[src/rtl/mxv_pkg.sv]
// -----------------------------------------------------------------------------
// mxv_pkg
// Shared types and defaults for the matrix-times-vector (mxv) control path.
//   count_t          : row/column counter type used on all address ports
//   mxv_seq_state_e  : sequencer FSM states
//   MXV_ROWS/COLS    : default matrix dimensions
//   MXV_RD_LAT_MAX   : deepest supported memory read latency
// -----------------------------------------------------------------------------
package mxv_pkg;

    localparam int unsigned MXV_CNT_W = 4;

    typedef logic [MXV_CNT_W-1:0] count_t;

    localparam int unsigned MXV_ROWS       = 3;
    localparam int unsigned MXV_COLS       = 3;
    localparam int unsigned MXV_RD_LAT_MAX = 4;

    typedef enum logic [2:0] {
        ST_IDLE,
        ST_CLEAR,
        ST_MAC,
        ST_DRAIN,
        ST_WRITE,
        ST_DONE
    } mxv_seq_state_e;

endpackage

[src/rtl/mxv_lat_pipe.sv]
// -----------------------------------------------------------------------------
// mxv_lat_pipe
// RD_LAT-deep shift register that delays the read strobe to the point where
// the operands are valid at the MAC.
//   clk         in   clock, rising edge
//   rst_n       in   asynchronous reset, active-low
//   i_valid     in   read strobe entering the pipe
//   i_flush     in   synchronous clear of every stage (wins over i_valid)
//   o_mac_en    out  i_valid delayed RD_LAT cycles
//   o_pipe_busy out  OR of the stages still behind o_mac_en, i.e. reads issued
//                    whose MAC enable has not yet appeared (always 0 for RD_LAT=1)
// -----------------------------------------------------------------------------
module mxv_lat_pipe #(
    parameter int unsigned RD_LAT = 1
) (
    input  logic clk,
    input  logic rst_n,
    input  logic i_valid,
    input  logic i_flush,
    output logic o_mac_en,
    output logic o_pipe_busy
);

    logic [RD_LAT-1:0] stage_q;
    logic [RD_LAT-1:0] stage_d;

    always_comb begin
        stage_d = '0;
        if (!i_flush) begin
            stage_d[0] = i_valid;
            for (int unsigned i = 1; i < RD_LAT; i++) begin
                stage_d[i] = stage_q[i-1];
            end
        end
    end

    always_ff @(posedge clk or negedge rst_n) begin
        if (!rst_n) begin
            stage_q <= '0;
        end else begin
            stage_q <= stage_d;
        end
    end

    assign o_mac_en = stage_q[RD_LAT-1];

    // The output stage is excluded: once only it holds a 1, the last MAC is
    // visible this cycle and the sequencer may move on to the write.
    always_comb begin
        o_pipe_busy = 1'b0;
        for (int unsigned i = 0; i + 1 < RD_LAT; i++) begin
            o_pipe_busy = o_pipe_busy | stage_q[i];
        end
    end

endmodule

[src/rtl/mxv_sequencer.sv]
// -----------------------------------------------------------------------------
// mxv_sequencer
// Control FSM for the mxv datapath. On i_start walks ROWS x COLS element pairs
// row-major, issuing (row, col) read addresses, clears the accumulator before
// each row, drives the MAC enable RD_LAT cycles after each read and writes one
// result per row.
//   clk        in   clock, rising edge
//   rst        in   asynchronous reset, active-low
//   i_start    in   start a full mxv (sampled only in IDLE)
//   i_abort    in   synchronous abort to IDLE, flushes the latency pipe
//   i_stall    in   memory not ready; holds address issue in MAC only
//   o_rd_en    out  read strobe for matrix[o_row][o_col] / vector[o_col]
//   o_row      out  current row (read row in MAC, write address in WRITE)
//   o_col      out  current column / vector index
//   o_mac_en   out  operands valid at the MAC
//   o_acc_clr  out  accumulator clear, one pulse per row
//   o_wr_en    out  write accumulator to result[o_row]
//   o_busy     out  not IDLE
//   o_done     out  one pulse after the last row's write
// -----------------------------------------------------------------------------
module mxv_sequencer
    import mxv_pkg::*;
#(
    parameter int unsigned ROWS   = MXV_ROWS,
    parameter int unsigned COLS   = MXV_COLS,
    parameter int unsigned RD_LAT = 1
) (
    input  logic   clk,
    input  logic   rst,
    input  logic   i_start,
    input  logic   i_abort,
    input  logic   i_stall,
    output logic   o_rd_en,
    output count_t o_row,
    output count_t o_col,
    output logic   o_mac_en,
    output logic   o_acc_clr,
    output logic   o_wr_en,
    output logic   o_busy,
    output logic   o_done
);

    localparam count_t ROW_LAST = count_t'(ROWS - 1);
    localparam count_t COL_LAST = count_t'(COLS - 1);

    mxv_seq_state_e state_q, state_d;
    count_t         row_q, row_d;
    count_t         col_q, col_d;
    logic           rd_en;
    logic           mac_en;
    logic           pipe_busy;

    assign rd_en = (state_q == ST_MAC) && !i_stall;

    mxv_lat_pipe #(
        .RD_LAT (RD_LAT)
    ) u_lat_pipe (
        .clk         (clk),
        .rst_n       (rst),
        .i_valid     (rd_en),
        .i_flush     (i_abort),
        .o_mac_en    (mac_en),
        .o_pipe_busy (pipe_busy)
    );

    always_comb begin
        state_d = state_q;
        row_d   = row_q;
        col_d   = col_q;

        if (i_abort) begin
            state_d = ST_IDLE;
            row_d   = '0;
            col_d   = '0;
        end else begin
            unique case (state_q)
                ST_IDLE: begin
                    if (i_start) begin
                        state_d = ST_CLEAR;
                        row_d   = '0;
                        col_d   = '0;
                    end
                end
                ST_CLEAR: begin
                    col_d   = '0;
                    state_d = ST_MAC;
                end
                ST_MAC: begin
                    if (!i_stall) begin
                        if (col_q == COL_LAST) begin
                            col_d   = '0;
                            state_d = ST_DRAIN;
                        end else begin
                            col_d = col_q + 1'b1;
                        end
                    end
                end
                ST_DRAIN: begin
                    if (!pipe_busy) begin
                        state_d = ST_WRITE;
                    end
                end
                ST_WRITE: begin
                    if (row_q == ROW_LAST) begin
                        row_d   = '0;
                        state_d = ST_DONE;
                    end else begin
                        row_d   = row_q + 1'b1;
                        state_d = ST_CLEAR;
                    end
                end
                ST_DONE: begin
                    state_d = ST_IDLE;
                end
                default: begin
                    state_d = ST_IDLE;
                    row_d   = '0;
                    col_d   = '0;
                end
            endcase
        end
    end

    always_ff @(posedge clk or negedge rst) begin
        if (!rst) begin
            state_q <= ST_IDLE;
            row_q   <= '0;
            col_q   <= '0;
        end else begin
            state_q <= state_d;
            row_q   <= row_d;
            col_q   <= col_d;
        end
    end

    assign o_rd_en   = rd_en;
    assign o_row     = row_q;
    assign o_col     = col_q;
    assign o_mac_en  = mac_en;
    assign o_acc_clr = (state_q == ST_CLEAR);
    assign o_wr_en   = (state_q == ST_WRITE);
    assign o_done    = (state_q == ST_DONE);
    assign o_busy    = (state_q != ST_IDLE);

endmodule
[config.mk]
export PLATFORM = sky130hd
export DESIGN_NAME = mxv_sequencer
export DESIGN_NICKNAME = d
export VERILOG_FILES = /design/src/rtl/mxv_pkg.sv /design/src/rtl/mxv_lat_pipe.sv /design/src/rtl/mxv_sequencer.sv
export SDC_FILE = /design/constraint.sdc
export NUM_CORES = 1
export LEC_CHECK = 0
export CAP_MARGIN = 0
export CORE_MARGIN = 2
export CORE_UTILIZATION = 40
export CTS_CLUSTER_DIAMETER = 100
export DETAILED_ROUTE_END_ITERATION = 10
export PLACE_DENSITY = 0.67
export SYNTH_ARGS = -nofsm -noshare
export SYNTH_HDL_FRONTEND = slang
export SYNTH_SLANG_ARGS = --single-unit
[constraint.sdc]
create_clock -name clk -period 4.22 [get_ports clk]
set_input_delay 0.844 -clock clk [delete_from_list [all_inputs] [get_ports clk]]
set_output_delay 0.844 -clock clk [all_outputs]
set_load 0.02 [all_outputs]
# Word-level counts from Yosys, hierarchy flattened

Cells that the tools add are included.

Bits in read-only memories: 0
Input port bits: 5
Flip-flop bits (word level): 12
Latch bits: 0
Bits in writable memories: 0
Memories kept: 0
Output and inout bits: 14
Word-level logic and storage cells: 42

Shifts and indexed selects: 0
Add/subtract/negate cells: 2
Multipliers: 0
Equal/unequal tests: 12
Multiplexer cells: 15
Magnitude comparators: 0
Reduce and logical (&&, ||, !) cells: 9
Divide/modulo/power cells: 0
Bitwise operators: 0

Operator list:

| cell                  | count |
|---|---|
| $mux W4               | 6 |
| $pmux W4 S3           | 2 |
| $mux W3               | 5 |
| $pmux W3 S5           | 1 |
| $add A4 B1 Y4 const B | 2 |
| $eq A4 B2 Y1 const B  | 2 |
| $eq A3 B2 Y1 const B  | 2 |
| $eq A3 B3 Y1 const B  | 2 |
| $ne A3 B3 Y1 const B  | 2 |
| $reduce_and A3 Y1     | 2 |
| $ne A2 B1 Y1 const B  | 2 |
| $reduce_or A4 Y1      | 1 |
| $eq A3 B1 Y1 const B  | 1 |
| $logic_not A3 Y1      | 1 |
| $ne A3 B2 Y1 const B  | 1 |
| $reduce_bool A3 Y1    | 1 |
| $reduce_or A3 Y1      | 1 |
| $reduce_and A2 Y1     | 1 |
| $logic_and A1 B1 Y1   | 1 |
| $logic_not A1 Y1      | 1 |
| $mux W1               | 1 |

# Depth between registers and ports, before layout

Depth in word-level cells: 5
Gate-level depth with buffers: 5
Mapped depth without buffers: 5

# Cells and area by module

A second synthesis with hierarchy kept.

Cell total of the unflattened synthesis: 82
Area total of the unflattened synthesis: 767.0 µm²

Modules (own cells, without submodules):

| module        | area an instance (µm²) | cells each | seq. area each (µm²) | times used |
|---|---|---|---|---|
| mxv_sequencer | 716.9                  | 78         | 275.3                | 1 |
| mxv_lat_pipe  | 50.0                   | 4          | 25.0                 | 1 |

# Worst setup path before layout

Ideal clock, no wire load.

Path type: in2out
Start: input i_stall
End: output o_rd_en
Data required time: 3376 ps
Arrival: 1329 ps
Cell stages on the path: 1
Slack: 2047 ps
Buffers on the path: 0
Path through: nor3_1

Word-level cells in the longest chain between the ends: 2

Ends and longest elaborated chain:

| what                | line                | source |
|---|---|---|
| start, declared     | mxv_sequencer.sv:32 | `input logic i_stall,` |
| $logic_not A1 Y1    | -                   |  |
| $logic_and A1 B1 Y1 | mxv_sequencer.sv:53 | `assign rd_en = (state_q == ST_MAC) && !i_stall;` |
| end, declared       | mxv_sequencer.sv:33 | `output logic o_rd_en,` |

No other way between the ends.

# Final worst setup path

Ends and elaborated chain as after synthesis.

==> flow_summary.ini <==
[cells_and_area]
final_cell_mix = clkdlybuf4s50_1 (18), dfrtp_1 (12), inv_1 (5), nor2_1 (4), ha_1 (4)
final-seq-area_um2 = 300.3
antenna_cells = 0
fin_cells = 118
final_common_cell = clkdlybuf4s50_1
area_growth_pct = 30.47
fin_util = 0.5556
final_nets = 103
drive_above_1_share = 0.08602
multi_input_area_um2 = 399.1
fill_cells = 170

[worst_setup_path]
crit_top_cell = clkdlybuf4s50_1
critPathMaxStageDelay_ps = 620
worstSetupEndpointType = output port
path_max_fanout = 4
cp.arrival_ps = 2100
crit_start = i_stall
crit_end = o_rd_en
cp.required_ps = 3380
r2r_cells = 5
timing.rr.start = o_row[0]
path_cells = clkdlybuf4s50_1, nor3_1, clkdlybuf4s50_1
worst-setup-path-type = input port to output port
start_kind = input port
rr_endpoint = state_q[2]
cp_slowest_cell = clkdlybuf4s50_1
r2r_slack_ps = 2520

[synthesis]
syn_area_per_cell_um2 = 9.910
synth_seq_cells = 12
seq_area_frac_synth = 0.4040
synth.top_cell.area_share = 0.4040
synthesis.nets = 84
yosys.area.top_type = dfrtp_1
synth.distinct_cells = 36
synthTopCellsByArea = dfrtp_1 (40%), ha_1 (6.7%), nor4b_2 (4.0%)
netlist_area_um2 = 743.2
yosys_warnings = 0
synth_cells = 75

[die]
coreArea_um2 = 1745
die_w_um = 47.11
start_util = 0.4258
die_h_um = 47.11
ios = 19
die_area_um2 = 2219
std_cell_rows = 15

[global_routing]
overflow = 0
grt_max_degree = 14
antenna_found_initial = 0
grtUsageTotal = 0.1584
grt_pass1_wl_um = 2394
grt_pass1_vias = 558

[drt]
vias_per_cell = 5.339
wl_met2_um = 734
dr.first_iter.drc_count = 5
wl_per_cell_um = 12.81
drt-met1-wl_um = 709
drtAntennaViolNets = 0
drc_errors = 0
drt_wl_total_um = 1512
dr.max_layer_used = met4
detail_route.first_pass.iterations = 3
wl_met3_um = 50
vias = 630

[place]
dpl.hpwl_um = 1128
dp_slack_ps = 1257
io_buffers = 18
finalWeightedCongestion = 0.7670
dp.cells = 114

[sta]
setup_viol = 0
skew_ps = 2.632
drv_slew = 0
post-route-period-util = 0.6984
hold_viol_final = 0
tns_ps = 0
slew_headroom = 0.6002
tightest_slew_ps = 598.1
post-route-min-period_ps = 2947
fmax_mhz = 339.3
rsz0062_at_grt = false
setup_slack_ps = 1273

[clock_network]
cts_tree = done
clock_path_buffers = 2
cts.clk_slew.worst_paths_ps = 80
numCtsBuffers = 3
hold_buffers = 0
cts_sinks = 12
postCtsSetupBuffers = 0
htreeDepth = 1
root_buffer = clkbuf_4
clock_latency_ps = 270
ctsResizeCount = 0

[pwr]
power_leakage_nw = 0.3835
powerDensity_nw_per_um2 = 269.0
peakVddDrop_v = 0.0001630
total_power_mw = 0.2608

[job]
maxCapViolations = 0

[hold_path]
hold_class = flop to flop

[status]
status = complete, no violations
-- registers in the layout, summed over array words and instances, names as in the netlist --
signal	flops
state_q	3
o_col	4
u_lat_pipe.o_mac_en	1
o_row	4
-- where the power goes --
group | internal [mW] | switching (mW)
registers | 0.118 | 0.00766
logic | 0.0207 | 0.0227
clock network | 0.0524 | 0.0396
total | 0.191 | 0.0700
-- critical path: cells and delay by family --
family | cells | cell delay, ps
buf+inv | 2 | 1080
simple gates | 1 | 180
-- cell type report --
| class | instances | share of cell area |
|---|---|---|
| Tap cell | 25 | 0.03226 |
| Clock buffer | 4 | 0.03742 |
| Sequential cell | 12 | 0.3097 |
| Inverter | 6 | 0.02323 |
| Multi-Input combinational cell | 53 | 0.4116 |
| Timing Repair Buffer | 18 | 0.1858 |
-- routing by layer --
metal,vias up,global-route usage
li1,317,-
met1,298,0.2033
met2,13,0.2575
met3,2,0.02308
met4,0,0.08333
met5,-,0
-- per-stage QoR --
stage	area [µm²]	hold slack, ps
6_report	969.7	562.5
5_1_grt	969.7	598.7
4_1_cts	969.7	558.3
3_5_place_dp	933.4	551.4
3_3_place_gp	933.4	541.4
2_1_floorplan	743.2	548.4
-- cell usage after synthesis --
cell type / number
or3_1: 1
ha_1: 4
a31oi_1: 2
o2bb2ai_1: 3
o211ai_1: 2
o21ai_1: 1
nor4_1: 1
a21oi_1: 1
o311ai_1: 1
clkbuf_1: 1
o21ai_0: 1
nand4_1: 3
a21boi_0: 1
o31a_1: 1
nand2_1: 1
a221o_1: 1
mux2i_1: 1
or2_0: 1
inv_1: 5
nor2b_1: 2
nor2_1: 4
xor2_1: 1
nand3_1: 3
or3b_4: 2
o21bai_1: 1
buf_4: 1
nand3b_1: 3
a2bb2oi_1: 1
and4b_1: 1
nor4b_2: 2
nand2b_1: 3
or4_1: 1
buf_2: 2
dfrtp_1: 12
clkinv_1: 1
nor3_1: 3
-- logic make-up after synthesis --
family | count (synthesis) | synth area share
AO/OA/AOI/OAI | 16 | 0.1616
XOR/XNOR | 1 | 0.01179
adder cells (fa/ha/maj) | 4 | 0.06734
buffers and inverters | 10 | 0.05892
flip-flops | 12 | 0.4040
multiplexers | 1 | 0.01347
AND/OR/NAND/NOR | 31 | 0.2828
-- worst min path at each step --
stage / start / end / slack, ps / cells past startpoint
finish: o_row[2] / o_row[2] / 560 / 1
global route: o_row[3] / o_row[3] / 600 / 1
CTS: o_row[2] / o_row[2] / 560 / 1
global placement: o_row[2] / o_row[2] / 540 / 1
floorplan: rst / o_col[0] / 550 / 0
detailed placement: o_row[2] / o_row[2] / 550 / 1
Note: power is estimated with default switching activity, not from simulation.
==> edit 1, RTL diff (same flow settings) <==
`MXV_CNT_W`: 4 -> 3.
--- a/src/rtl/mxv_pkg.sv
+++ b/src/rtl/mxv_pkg.sv
@@ -10,3 +10,3 @@
 
-    localparam int unsigned MXV_CNT_W = 4;
+    localparam int unsigned MXV_CNT_W = 3;
 
Interface: changed (resized o_col and o_row); port bits go from 19 to 17. No check against the original RTL was run, so the function may have changed too.
==> edit 1 against the original RTL <==
Synthesized cell count decreased by 19%. Worst setup slack got worse by 0.13 ns. Final area fell by 20%. Sequential cell count shrank 2. Total power up 2.6%. Critical path depth unchanged. Global-route usage rose by 0.52 points. Area after synthesis decreased by 21%. Routed wire length is 19% lower. Register-to-register slack gained 0.16 ns. First-iteration DRC count grew 20%. Critical endpoint unchanged. Largest cell class unchanged. Largest power group unchanged.
==> edit 1: results <==
[layout]
n_antenna_cell = 0
drive_above_1_share = 0.167
nNetsFinal = 84

[critical_path]
reg2reg_depth = 4
reg2reg_from = "state_q[2]$_DFFE_PN0P_"
worstSetupEndpoint = "o_rd_en"
r2r_end = "o_col[1]$_DFFE_PN0P_"
worstPathArrival_ns = 2.23
r2r_slack_ns = 2.68

[timing]
fmax_mhz = 325
fin_skew_ns = 0.00281
slew_headroom = 0.660

[routing]
drt_wl_total_um = 1230
drtPass1Iterations = 4
via_per_inst = 5.62
dr.first_iter.drc_count = 6

[placed_design]
port_buffers = 16
hpwl_um = 898
pre_cts_slack_ns = 1.16
placedInstanceArea_um2 = 742
place_congestion = 0.727

[yosys]
ys_top_cells_by_area = "dfrtp_1, nand2b_1, nor3_1, a21oi_1, mux2i_1"
netlist_top_cells_count = "dfrtp_1, nand2_1, nor3_1"
synthFlopType = "dfrtp_1"
ys_seq_area_frac = 0.428
syn_nets = 66
synth_cell_type_count = 27

[grt]
grt_max_degree = 12
track_usage = 0.164
grt_pass1_wl_um = 2210
grt_pass1_vias = 518

[power_and_ir_drop]
leakage_nw = 0.298
peakVddDrop_uv = 179

[min_path]
hp-class = "flip-flop to flip-flop"

[clock_network]
postCtsSetupBuffers = 0
insertion_delay_ns = 0.26

[status]
status = "completed"
-- edit 1: cell count changes in the layout (fill, tap and decap cells not counted), sizes merged, moves of 2 or more --
cell,unedited run,this run
nor3,3,5
a21oi,1,4
nand3,3,0
nand2b,3,5
clkdlybuf4s50,18,16
dfrtp,12,10
ha,4,0
inv,5,1
nand4,3,0
nor4b,2,0
nand2,1,5
or3b,2,0
o211ai,2,0
o2bb2ai,3,0
-- edit 1: layer usage --
layer | GRT usage | routed length (um) | vias to the layer above
met5 | 0 | 0 | -
met4 | 0.106 | 12 | 0
met3 | 0.0129 | 52 | 2
met1 | 0.228 | 614 | 248
li1 | - | - | 255
met2 | 0.240 | 547 | 18
-- edit 1: final cells by class --
type / instances / area (um^2)
clock buffer: 4 / 36.3
fill: 128 / 556
inverter: 1 / 3.75
multi-input combinational: 47 / 309
sequential: 10 / 250
tap: 15 / 18.8
timing repair buffer: 16 / 160
-- edit 1: cell families (layout without fill, tap and decap cells) --
kind of cell | Yosys count | count (layout) | synth area share
AO/OA/AOI/OAI | 14 | 14 | 0.165
XOR/XNOR | 1 | 1 | 0.0150
buffers and inverters | 4 | 21 | 0.0428
flip-flops | 10 | 10 | 0.428
multiplexers | 2 | 2 | 0.0343
AND/OR/NAND/NOR | 30 | 30 | 0.315
-- edit 1: worst max-delay path: stages --
cell	delay, ns
clkdlybuf4s50_1	0.47
nor3_1	0.26
clkdlybuf4s50_1	0.66
-- edit 1: report_power, final --
group / switching (mW) / internal, mW
clock network: 0.0348 / 0.0524
logic: 0.0317 / 0.0348
registers: 0.0131 / 0.101
total: 0.0796 / 0.188
-- edit 1: metrics by stage --
stage	hold WS (ns)	util	cells	power (mW)
2_1_floorplan	0.532	-	61	0.157
3_3_place_gp	0.517	0.556	89	0.182
3_5_place_dp	0.537	0.556	89	0.182
4_1_cts	0.552	0.583	93	0.268
5_1_grt	0.584	0.583	93	0.282
6_report	0.541	0.583	93	0.267
-- edit 1: how the worst min path moves through the flow --
stage | slack, ns | to | depth (start not counted) | start
after floorplan | 0.53 | u_lat_pipe.o_mac_en$_DFF_PN0_ | 2 | state_q[0]$_DFFE_PN0P_
after global placement | 0.52 | o_row[2]$_DFFE_PN0P_ | 1 | o_row[2]$_DFFE_PN0P_
after detailed placement | 0.54 | o_col[2]$_DFFE_PN0P_ | 2 | o_col[2]$_DFFE_PN0P_
after CTS | 0.55 | o_col[2]$_DFFE_PN0P_ | 2 | o_col[2]$_DFFE_PN0P_
after global routing | 0.58 | o_col[1]$_DFFE_PN0P_ | 1 | o_col[1]$_DFFE_PN0P_
final | 0.54 | o_row[2]$_DFFE_PN0P_ | 1 | o_row[2]$_DFFE_PN0P_
==> edit 2, RTL diff (config.mk and constraints unchanged) <==
Without the edit above. The 6 states of `mxv_seq_state_e` get a one-hot encoding in 6 bits.
--- a/src/rtl/mxv_pkg.sv
+++ b/src/rtl/mxv_pkg.sv
@@ -18,9 +18,9 @@
 
-    typedef enum logic [2:0] {
-        ST_IDLE,
-        ST_CLEAR,
-        ST_MAC,
-        ST_DRAIN,
-        ST_WRITE,
-        ST_DONE
+    typedef enum logic [5:0] {
+        ST_IDLE  = 6'b000001,
+        ST_CLEAR = 6'b000010,
+        ST_MAC   = 6'b000100,
+        ST_DRAIN = 6'b001000,
+        ST_WRITE = 6'b010000,
+        ST_DONE  = 6'b100000
     } mxv_seq_state_e;
Function: no difference found for any inputs over 10 cycles, from zero or initial values and one cycle with rst low; not proved beyond that.
==> edit 2 against the original RTL <==
Sequential cell count up 3. Area after synthesis increased by 40%. Non-clock buffer count unchanged. Sequential power up 53%. Routed wire length is 55% higher. Total power rose by 71%. Final area grew 28%. Largest cell class unchanged. Via count is 44% higher. Core utilization decreased by 5.4 points. Worst setup slack worse by 0.36 ns.
==> edit 2: results <==
[die]
die_w_um = 55.0

[grt]
grt_pass1_wl_um = 3800
track_usage = 0.177

[status]
status = "completed"

[routing]
dr.first_iter.drc_count = 24

[yosys]
synth_cell_type_count = 42
synth_fa_ha_area_frac = 0.0481
synth-compound-area-share = 0.174
syn_area_per_cell_um2 = 9.21
synthMuxAreaShare = 0.0325

[power_and_ir_drop]
p_clk_frac = 0.183
power.share.sequential = 0.428
p_clk_mw = 0.0818

[critical_path]
critPathTopFamily = "simple AND/OR/NAND/NOR gates"

[layout]
nNetsFinal = 139
buf_share = 0.145
regArea_um2 = 377
clock_area_frac = 0.0221
multi_input_area_share = 0.485
multi_input_gates = 87
drive_above_1_share = 0.109
nFlopsAndLatches = 15

[placed_design]
hpwl_um = 1730
pre_cts_slack_ns = 1.05

[timing]
setup_ws_ns = 0.916
tightestPinTransition_ns = 0.810
==> edit 2: changes by cell type in the layout (fill, tap and decap cells not counted), moves of 4 or more <==
| cell | change |
|---|---|
| and3_1 | +4 |
| nand2_1 | +4 |
| nor2_1 | +5 |
| nor3_1 | +6 |
==> edit 2: final timing paths <==
path,start,to,cells after the start
max reg2reg,state_q[1]$_DFFE_PN0P_,o_col[1]$_DFFE_PN0P_,4
min,o_row[3]$_DFFE_PN0P_,o_row[3]$_DFFE_PN0P_,1
min reg2reg,o_row[3]$_DFFE_PN0P_,o_row[3]$_DFFE_PN0P_,1
min in group asynchronous,rst,o_row[0]$_DFFE_PN0P_,1
max,state_q[1]$_DFFE_PN0P_,o_rd_en,3
max in group asynchronous,rst,state_q[3]$_DFFE_PN0P_,1
==> edit 2: per-layer routing <==
metal,vias up,wire (um),GRT usage
li1,451,-,-
met1,433,1210,0.259
met2,21,1050,0.268
met3,2,76,0.0161
met4,0,15,0.0732
met5,-,0,0
